File: src/rtl/f_fetch_queue.sv
// ---------------------------------------------------------------------------
// f_fetch_queue
//
// Decoupling FIFO between the next-PC generator and the I-cache request
// stage. Each accepted fetch packet (pc, mask, predict_info) is tagged with a
// wrapping fetch id and presented in order downstream. A global flush drops
// every buffered (wrong-path) packet and restarts the fetch-id sequence.
//
// Contents of this file:
//   f_fetch_queue_pkg : predict_info_t, the branch-prediction sideband.
//   handshake_if      : valid/ready packet interface with receiver/sender
//                       modports (fid is only meaningful on the sender side).
//   f_fetch_queue     : the queue itself.
//
// f_fetch_queue ports:
//   clk          in   rising-edge clock
//   rst_n        in   asynchronous active-low reset
//   g_flush      in   global flush, clears the queue at the clock edge
//   receiver     if   inbound packets from the next-PC generator
//   sender       if   outbound packets (plus fid) to the I-cache stage
//   occupancy_o  out  number of valid entries, $clog2(DEPTH)+1 bits
// ---------------------------------------------------------------------------

package f_fetch_queue_pkg;

  typedef struct packed {
    logic       taken;
    logic [1:0] br_slot;
    logic [7:0] ghist;
  } predict_info_t;

endpackage

interface handshake_if #(
  parameter int ID_W = 4
);
  import f_fetch_queue_pkg::*;

  logic               valid;
  logic               ready;
  logic [31:0]        pc;
  logic [1:0]         mask;
  predict_info_t      predict_info;
  logic [ID_W-1:0]    fid;

  modport receiver (
    input  valid,
    input  pc,
    input  mask,
    input  predict_info,
    output ready
  );

  modport sender (
    output valid,
    output pc,
    output mask,
    output predict_info,
    output fid,
    input  ready
  );
endinterface

module f_fetch_queue
  import f_fetch_queue_pkg::*;
#(
  parameter int DEPTH = 4,
  parameter int ID_W  = 4
) (
  input  logic                     clk,
  input  logic                     rst_n,
  input  logic                     g_flush,
  handshake_if.receiver            receiver,
  handshake_if.sender              sender,
  output logic [$clog2(DEPTH):0]   occupancy_o
);

  localparam int PTR_W = $clog2(DEPTH);
  localparam int CNT_W = PTR_W + 1;

  // Control state (reset)
  logic [PTR_W-1:0] wr_ptr;
  logic [PTR_W-1:0] rd_ptr;
  logic [CNT_W-1:0] count;
  logic [ID_W-1:0]  next_fid;

  // Payload storage (never reset; only control qualifies it)
  logic [31:0]      pc_mem   [DEPTH];
  logic [1:0]       mask_mem [DEPTH];
  predict_info_t    pi_mem   [DEPTH];
  logic [ID_W-1:0]  fid_mem  [DEPTH];

  logic             full;
  logic             vld_p0;
  logic             push;
  logic             pop;

  // Ready is a pure function of occupancy: no pass-through when full, so a
  // simultaneous push/pop at full only pops.
  assign full          = (count == CNT_W'(DEPTH));
  assign receiver.ready = !full;

  // Flush masks the head combinationally so the consumer never takes a
  // wrong-path packet in the flush cycle.
  assign vld_p0        = (count != '0) && !g_flush;
  assign sender.valid  = vld_p0;

  assign push = receiver.valid && !full && !g_flush;
  assign pop  = vld_p0 && sender.ready;

  assign sender.pc           = pc_mem[rd_ptr];
  assign sender.mask         = mask_mem[rd_ptr];
  assign sender.predict_info = pi_mem[rd_ptr];
  assign sender.fid          = fid_mem[rd_ptr];

  assign occupancy_o = count;

  always_ff @(posedge clk or negedge rst_n) begin
    if (!rst_n) begin
      wr_ptr   <= '0;
      rd_ptr   <= '0;
      count    <= '0;
      next_fid <= '0;
    end else if (g_flush) begin
      wr_ptr   <= '0;
      rd_ptr   <= '0;
      count    <= '0;
      next_fid <= '0;
    end else begin
      if (push) begin
        wr_ptr   <= wr_ptr + PTR_W'(1);
        next_fid <= next_fid + ID_W'(1);
      end
      if (pop) begin
        rd_ptr <= rd_ptr + PTR_W'(1);
      end
      case ({push, pop})
        2'b10:   count <= count + CNT_W'(1);
        2'b01:   count <= count - CNT_W'(1);
        default: count <= count;
      endcase
    end
  end

  always_ff @(posedge clk) begin
    if (push) begin
      pc_mem[wr_ptr]   <= receiver.pc;
      mask_mem[wr_ptr] <= receiver.mask;
      pi_mem[wr_ptr]   <= receiver.predict_info;
      fid_mem[wr_ptr]  <= next_fid;
    end
  end

  // Simulation-only protocol checks
  a_no_push_full : assert property (@(posedge clk) disable iff (!rst_n)
    !(receiver.valid && receiver.ready && !g_flush && full));

  a_no_pop_empty : assert property (@(posedge clk) disable iff (!rst_n)
    !(sender.valid && sender.ready && !g_flush && (count == '0)));

  a_hold_stable : assert property (@(posedge clk) disable iff (!rst_n)
    (sender.valid && !sender.ready && !g_flush) |=>
      $stable({sender.pc, sender.mask, sender.predict_info, sender.fid}));

endmodule

File: src/flat_wrapper.sv
// flat-port wrapper written by rule: the top's interface ports become plain ports
module f_fetch_queue_flat import f_fetch_queue_pkg::*;
#(
  parameter int DEPTH = 4,
  parameter int ID_W  = 4
)
  (clk, rst_n, g_flush, occupancy_o, receiver_valid, receiver_pc, receiver_mask, receiver_predict_info, receiver_ready, sender_valid, sender_pc, sender_mask, sender_predict_info, sender_fid, sender_ready);
  handshake_if #(.ID_W(ID_W)) receiver_i ();
  handshake_if #(.ID_W(ID_W)) sender_i ();
  input  logic clk;
  input  logic rst_n;
  input  logic g_flush;
  output logic [$clog2(DEPTH):0] occupancy_o;
  input wire logic [$bits(receiver_i.valid)-1:0] receiver_valid;
  input wire logic [$bits(receiver_i.pc)-1:0] receiver_pc;
  input wire logic [$bits(receiver_i.mask)-1:0] receiver_mask;
  input wire logic [$bits(receiver_i.predict_info)-1:0] receiver_predict_info;
  output wire logic [$bits(receiver_i.ready)-1:0] receiver_ready;
  output wire logic [$bits(sender_i.valid)-1:0] sender_valid;
  output wire logic [$bits(sender_i.pc)-1:0] sender_pc;
  output wire logic [$bits(sender_i.mask)-1:0] sender_mask;
  output wire logic [$bits(sender_i.predict_info)-1:0] sender_predict_info;
  output wire logic [$bits(sender_i.fid)-1:0] sender_fid;
  input wire logic [$bits(sender_i.ready)-1:0] sender_ready;
  assign receiver_i.valid = receiver_valid;
  assign receiver_i.pc = receiver_pc;
  assign receiver_i.mask = receiver_mask;
  assign receiver_i.predict_info = receiver_predict_info;
  assign receiver_ready = receiver_i.ready;
  assign sender_valid = sender_i.valid;
  assign sender_pc = sender_i.pc;
  assign sender_mask = sender_i.mask;
  assign sender_predict_info = sender_i.predict_info;
  assign sender_fid = sender_i.fid;
  assign sender_i.ready = sender_ready;
  f_fetch_queue #(.DEPTH(DEPTH), .ID_W(ID_W)) u_core (.clk(clk), .rst_n(rst_n), .g_flush(g_flush), .receiver(receiver_i), .sender(sender_i), .occupancy_o(occupancy_o));
endmodule
File: config.mk
export PLATFORM = sky130hd
export DESIGN_NAME = f_fetch_queue_flat
export DESIGN_NICKNAME = d
export VERILOG_FILES = /design/src/rtl/f_fetch_queue.sv /design/src/flat_wrapper.sv
export SDC_FILE = /design/constraint.sdc
export NUM_CORES = 1
export LEC_CHECK = 0
export CORE_ASPECT_RATIO = 0.6
export CORE_MARGIN = 2
export CORE_UTILIZATION = 40
export DETAILED_ROUTE_END_ITERATION = 8
export MAX_ROUTING_LAYER = met4
export PLACE_DENSITY = 0.69
export SLEW_MARGIN = 20
export SYNTH_ARGS = -nofsm -noshare
export SYNTH_HDL_FRONTEND = slang
export SYNTH_SLANG_ARGS = --single-unit
File: constraint.sdc
create_clock -name clk -period 6.9 [get_ports clk]
set_input_delay 1.035 -clock clk [delete_from_list [all_inputs] [get_ports clk]]
set_output_delay 1.035 -clock clk [all_outputs]
set_load 0.01 [all_outputs]
==> reports/metrics.cfg, run 1 <==
[setup_path]
r2r-end = u_core.occupancy_o[1]
crit_fanout = 27
worstPathRequired_ns = 5.86
crit_path_end_kind = output pin
critical_path.max_stage_delay_ns = 0.77
path_cells = buf_4 > mux4_2 > clkdlybuf4s50_1
startpoint_type = flip-flop
r2r_slack_ns = 4.56
cp.arrival_ns = 2.66
r2r_start = u_core.occupancy_o[0]
worstSetupPathType = reg2out
endpoint = sender_pc[24]
r2r_cells = 6
cpMaxStageDelayCell = dfrtp_2
crit_path_start = u_core.rd_ptr[1]

[finish]
syn_to_final_growth_pct = 24.6
layout-drive-gt1-share_pct = 19.6
nFillCells = 1521
antenna_cells = 0
nNetsFinal = 510

[yosys]
syn-instance-count = 342
yosys.area.top_type = edfxtp_1
yosys_register_bits = 207
synth_top_area_share_pct = 74.8
yosysWarnings = 0
mappedNetlistNets = 398
ys.flop_type = edfxtp_1
synth_common_cells = 196 x edfxtp_1, 49 x mux4_2, 11 x dfrtp_1, 7 x buf_6, 7 x nor2_1
synth_area_leaders = edfxtp_1 75%, mux4_2 14%, dfrtp_1 3.5%
yosysMostFrequentCell = edfxtp_1
ys_seq_area_share_pct = 78.3
synthDistinctLibCells = 39
ys_async_sr_fraction_pct = 5.31
syn_area_um2 = 7870
synth_edf_count = 196
syn_avg_cell_area_um2 = 23.0

[sta]
fin_setup_tns_ns = 0
finalCritPeriodShare_pct = 53.6
period_needed_ns = 3.70
hold_slack_ns = 0.547
skew_ns = 0.0117
maxSlewViolCount = 0
setup_ws_ns = 3.20
worst_slew_pin_slew_ns = 0.775
setup_violations = 0
grt_setup_unrepaired = no
hold_viol_final = 0
slew_headroom_pct = 48.3
timing.fmax_ghz = 0.270

[placement]
gp_congestion = 0.710
dpl_worst_slack_ns = 3.34
dp_hpwl_um = 8260
io_buffers = 103

[drt]
drt_iter0_drc = 227
viasPerCell = 5.16
ant_nets = 0
routed_wl_um = 14600
detail_route.wl_per_cell_um = 20.0
dr_total_vias = 3772
drt-pass1-iter-count = 4
drc = 0

[clock_network]
hold_buffers = 0
cts_resized = 0
cts_tree = built
ctsRootBufferMaster = clkbuf_16
cts_setup_buffers = 0
clkSlewWorstSetupHoldPaths_ns = 0.07
clock_tree.buffer_depth = 3
clock_sinks = 207
clock_latency_ns = 0.48
htreeDepth = 1
cts_buffers = 19

[floorplanning]
pin_count = 104
die_y_um = 113
core_region_area_um2 = 19200
dieArea_um2 = 20900
rows = 39
start_util_pct = 41.0
die_w_um = 185

[worst_hold_path]
min-delay-path-class = reg2reg

[outcome]
outcome = finished clean

[global_routing]
grt_use_met3_pct = 3.89
grt_use_total_pct = 14.6
grt_start_max_net_pins = 52
grt.busiest_layer = met2
first_global_vias = 3968
grt_pass1_wl_um = 22100
met2_usage_pct = 22.1
antenna_found_initial = 0
grt.met1_usage_pct = 20.1
grt_overflow = 0

[power_and_ir_drop]
pwr-share-clk_pct = 33.7
seqPwrFrac_pct = 46.9
p_leak_nw = 3.12
irDropWorstVdd_mv = 0.164
p_sw_uw = 743
finalPower_mw = 3.20
p_comb_share_pct = 19.4
power.density_nw_per_um2 = 326
p_sw_share_pct = 23.2
internal-power_mw = 2.46

[flow_run]
cap_violations = 0

## state kept, by name (all words and copies together), names as in the netlist
name and count:
u_core.wr_ptr 2, u_core.occupancy_o 3, u_core.rd_ptr 2, u_core.mask_mem 8, u_core.pi_mem 44, u_core.next_fid 4
u_core.fid_mem 16, u_core.pc_mem 128
## cells in the final DEF, fill, tap and decap left out, types with 2 or more instances in the layout
cell type | Yosys | final
nor3_1 | 3 | 3
and3_2 | 0 | 4
inv_1 | 5 | 5
nor2b_1 | 2 | 2
nand3_1 | 5 | 5
nor2_1 | 7 | 7
a21oi_1 | 5 | 5
xor2_1 | 3 | 3
o22ai_1 | 3 | 3
clkinv_1 | 0 | 2
nand2b_1 | 2 | 2
clkbuf_16 | 0 | 19
clkbuf_1 | 3 | 5
mux4_2 | 49 | 49
ha_1 | 5 | 5
buf_4 | 2 | 5
edfxtp_1 | 196 | 196
clkdlybuf4s50_1 | 0 | 103
o21ai_0 | 4 | 4
bufinv_16 | 0 | 4
dfrtp_1 | 11 | 9
## cell type report
class	count	area, µm²	area share, %
clock buffers	24	494	5.04
multi-input cells	111	1560	15.9
clock inverters	8	140	1.43
well taps	266	333	3.39
inverters	6	22.5	0.230
repair buffers	109	1100	11.2
flip-flops and latches	207	6170	62.9
## worst min-delay path by stage
stage                            start              endpoint  cells after the start
detailed placement  u_core.next_fid[3]  u_core.fid_mem[3][3]                      0
global placement    u_core.next_fid[3]  u_core.fid_mem[0][3]                      0
global route        u_core.next_fid[3]  u_core.fid_mem[1][3]                      0
floorplan           u_core.next_fid[3]  u_core.fid_mem[0][3]                      0
finish              u_core.next_fid[3]  u_core.fid_mem[1][3]                      0
CTS                 u_core.next_fid[3]  u_core.fid_mem[1][3]                      0
## power by group through the flow
stage / sequential (mW) / combinational (mW) / clock (mW)
2_1_floorplan: 1.48 / 0.386 / 0
3_3_place_gp: 1.57 / 0.566 / 0
3_5_place_dp: 1.57 / 0.571 / 0
4_1_cts: 1.54 / 0.575 / 1.11
5_1_grt: 1.51 / 0.666 / 1.15
6_report: 1.50 / 0.620 / 1.08
## cells by family after synthesis
kind of cell               Yosys count  synth area share, %
muxes                               51                 14.3
DFF                                207                 78.3
and+or+nand+nor                     28                 1.94
AOI/OAI and AO/OA                   23                 2.10
adders and majority gates            6                 1.05
buffers and inverters               24                 2.00
xor gates and xnor gates             3                0.334
## per-stage QoR
stage	instances	util [%]	cell area, µm²
finish	731	51.2	9810
global route	731	51.2	9810
CTS	730	51.0	9780
detailed placement	698	47.7	9150
global placement	698	47.7	9150
floorplan	342	-	7870
## routing by layer
metal / vias up / wire, µm
met2: 138 / 6630
met5: - / 0
met1: 1954 / 6700
met4: 0 / 245
li1: 1655 / -
met3: 25 / 1060
## critical path: cells and delay by family, from the launching register on
family,cells,cell delay [ns]
buffers and inverters,2,0.99
flip-flops,1,0.77
multiplexers,1,0.41
Note: power is estimated with default switching activity, not from simulation.
==> inputs of run 2 (changes only) <==
Settings changed: PLACE_DENSITY 0.69 to 0.71.
Clock period 6.9 ns to 3.2 ns, I/O delays scaled along.
==> run 2 against run 1 <==
  * Count of clock-buffer cells in the layout shrank 2
  * Flip-flop and latch count unchanged
  * Global-route usage is 0.74 points higher
  * Sequential power is 110% higher
  * First-iteration DRC count increased by 16%
  * Wire length grew 3.8%
  * Final area is 1.4% higher
  * Non-clock buffer count rose by 10
  * Clock power is 110% higher
  * Cell count is 2.1% higher
  * Sequential share of layout area fell by 0.85 points
  * Die area unchanged
  * Critical endpoint is now sender_fid[0]
  * Largest cell class unchanged
  * Largest power group unchanged
==> reports/metrics.cfg, run 2 (synthesized netlist as in run 1, its figures left out) <==
[clock_network]
cts_buffers = 20  ; +1
hold_buffers = 0  ; unchanged
cts_resized = 0  ; unchanged
ctsRootBufferMaster = clkbuf_16
cts_tree = built
clock_sinks = 207  ; unchanged
clock_latency_ns = 0.48  ; about the same
clkSlewWorstSetupHoldPaths_ns = 0.06  ; about the same
htreeDepth = 1  ; unchanged
cts_setup_buffers = 0  ; unchanged
clock_tree.buffer_depth = 3  ; unchanged

[global_routing]
grt_pass1_wl_um = 23100  ; +4.5%
grt_use_total_pct = 15.3  ; +0.74 points
first_global_vias = 4056  ; +2.2%
grt_overflow = 0  ; unchanged
antenna_found_initial = 1  ; +1
grt_start_max_net_pins = 50  ; -3.8%

[drt]
routed_wl_um = 15200  ; +3.8%
ant_nets = 0  ; unchanged
dr_total_vias = 3767  ; -0.13%
drc = 0  ; unchanged
drt-pass1-iter-count = 4  ; unchanged
drt_iter0_drc = 264  ; +16%
detail_route.wl_per_cell_um = 20.4  ; +1.7%
viasPerCell = 5.05  ; -2.1%

[setup_path]
worstPathRequired_ns = 2.72  ; -3.14 ns
crit_fanout = 20  ; -26%
startpoint_type = flip-flop
critical_path.max_stage_delay_ns = 0.65  ; -0.12 ns
worst-path-buf-inv = 2  ; unchanged
path_cells = buf_12 > mux4_2 > clkdlybuf4s50_1
cpMaxStageDelayCell = dfrtp_4
critPathTopFamily = buffers and inverters
worstSetupPathType = reg2out
crit_path_end_kind = output pin
cp.arrival_ns = 2.48  ; -0.18 ns

[floorplanning]
dieArea_um2 = 20900  ; unchanged
start_util_pct = 41.0  ; unchanged
pin_count = 104  ; unchanged
die_y_um = 113  ; unchanged
core_region_area_um2 = 19200  ; unchanged
die_w_um = 185  ; unchanged
rows = 39  ; unchanged

[sta]
worst_slew_pin_slew_ns = 0.596  ; -0.179 ns
maxSlewViolCount = 0  ; unchanged
skew_ns = 0.00688  ; -0.00479 ns
setup_violations = 0  ; unchanged
finalCritPeriodShare_pct = 92.4
timing.fmax_ghz = 0.338
fin_setup_tns_ns = 0  ; unchanged
hold_viol_final = 0  ; unchanged
period_needed_ns = 2.96
grt_setup_unrepaired = no
slew_headroom_pct = 60.2  ; +12 points
setup_ws_ns = 0.242  ; -2.96 ns

[finish]
largest_reg_flops = 128  ; unchanged
nNetsFinal = 521  ; +2.2%
regMostFlops = u_core.pc_mem
design_area_um2 = 9940  ; +1.4%
layout-drive-gt1-share_pct = 22.5  ; +3.0 points
final_cell_mix = 196 x edfxtp_1, 103 x clkdlybuf4s50_1, 49 x mux4_2, 21 x clkbuf_16, 10 x buf_4
final_common_cell = edfxtp_1
reg_top3 = u_core.pc_mem (128), u_core.pi_mem (44), u_core.fid_mem (16)
syn_to_final_growth_pct = 26.3

[outcome]
outcome = finished clean

[placement]
placed_cell_area_um2 = 9310  ; +1.7%
gp_congestion = 0.760  ; +7.0%
io_buffers = 103  ; unchanged
dp_hpwl_um = 9600  ; +16%
dpl_worst_slack_ns = 0.409  ; -2.93 ns

[power_and_ir_drop]
irDropWorstVdd_mv = 0.409  ; +150%
p_leak_nw = 3.18  ; +2.1%
power.density_nw_per_um2 = 691  ; +110%

[worst_hold_path]
min-delay-path-class = in2async

[flow_run]
cap_violations = 0  ; unchanged

[run 2: changes by cell type in the layout (fill, tap and decap cells not counted)]
cell | previous run | this run
clkinv_1 | 2 | 3
inv_8 | 0 | 1
buf_12 | 0 | 6
clkinvlp_4 | 1 | 4
buf_4 | 5 | 10
buf_16 | 1 | 0
clkinv_2 | 1 | 5
clkbuf_16 | 19 | 21
bufinv_16 | 4 | 1
diode_2 | 0 | 1
clkbuf_1 | 5 | 1
[run 2: layer usage]
| metal | part of all wire [%] | vias to the layer above | GRT usage (%) | routed length (µm) |
|---|---|---|---|---|
| li1 | - | 1679 | - | - |
| met1 | 45 | 1942 | 21.5 | 6840 |
| met2 | 46 | 129 | 23.3 | 7020 |
| met3 | 7.3 | 17 | 3.63 | 1110 |
| met4 | 1.4 | 0 | 2.65 | 214 |
| met5 | 0 | - | - | 0 |
[run 2: cell type report]
class                      instances  area [µm²]
fill                            1508        9230
sequential                       207        6170
multi-input combinational        111        1560
timing repair buffer             119        1230
clock buffer                      22         529
tap                              266         333
clock inverter                    14         108
inverter                           6        22.5
antenna                            1        2.50
[run 2: worst reg2reg max path, cell delays in order, from the launching register on]
cell	delay (ns)
dfrtp_1	0.64
o31ai_2	0.16
nor3_1	0.34
fa_1	0.50
inv_1	0.10
o41ai_1	0.09
a221o_1	0.32
[run 2: worst paths after layout]
| kind | startpoint | endpoint | slack, ns | depth (start not counted) |
|---|---|---|---|---|
| max | u_core.rd_ptr[0] | sender_fid[0] | 0.24 | 3 |
| min | rst_n | u_core.next_fid[3] | 0.37 | 1 |
| max reg2reg | u_core.occupancy_o[0] | u_core.occupancy_o[1] | 0.94 | 6 |
| min reg2reg | u_core.next_fid[3] | u_core.fid_mem[3][3] | 0.56 | 0 |
| max in group asynchronous | rst_n | u_core.rd_ptr[0] | 2.38 | 1 |
| min in group clk | u_core.next_fid[3] | u_core.fid_mem[3][3] | 0.56 | 0 |
[run 2: report_power, final]
| group | leakage [nW] | internal, mW | switching (mW) |
|---|---|---|---|
| clock | 0.305 | 1.29 | 0.966 |
| sequential | 1.93 | 3.10 | 0.118 |
| combinational | 0.951 | 0.810 | 0.594 |
| total | 3.18 | 5.19 | 1.68 |
[run 2: metrics by stage]
stage / hold WS [ns] / cells / utilization (%) / power, mW
6_report: 0.375 / 746 / 51.9 / 6.87
5_1_grt: 0.412 / 746 / 51.9 / 7.16
4_1_cts: 0.377 / 745 / 51.8 / 6.98
3_5_place_dp: 0.558 / 709 / 48.5 / 4.70
3_3_place_gp: 0.531 / 709 / 48.5 / 4.67
2_1_floorplan: 0.184 / 342 / - / 4.03
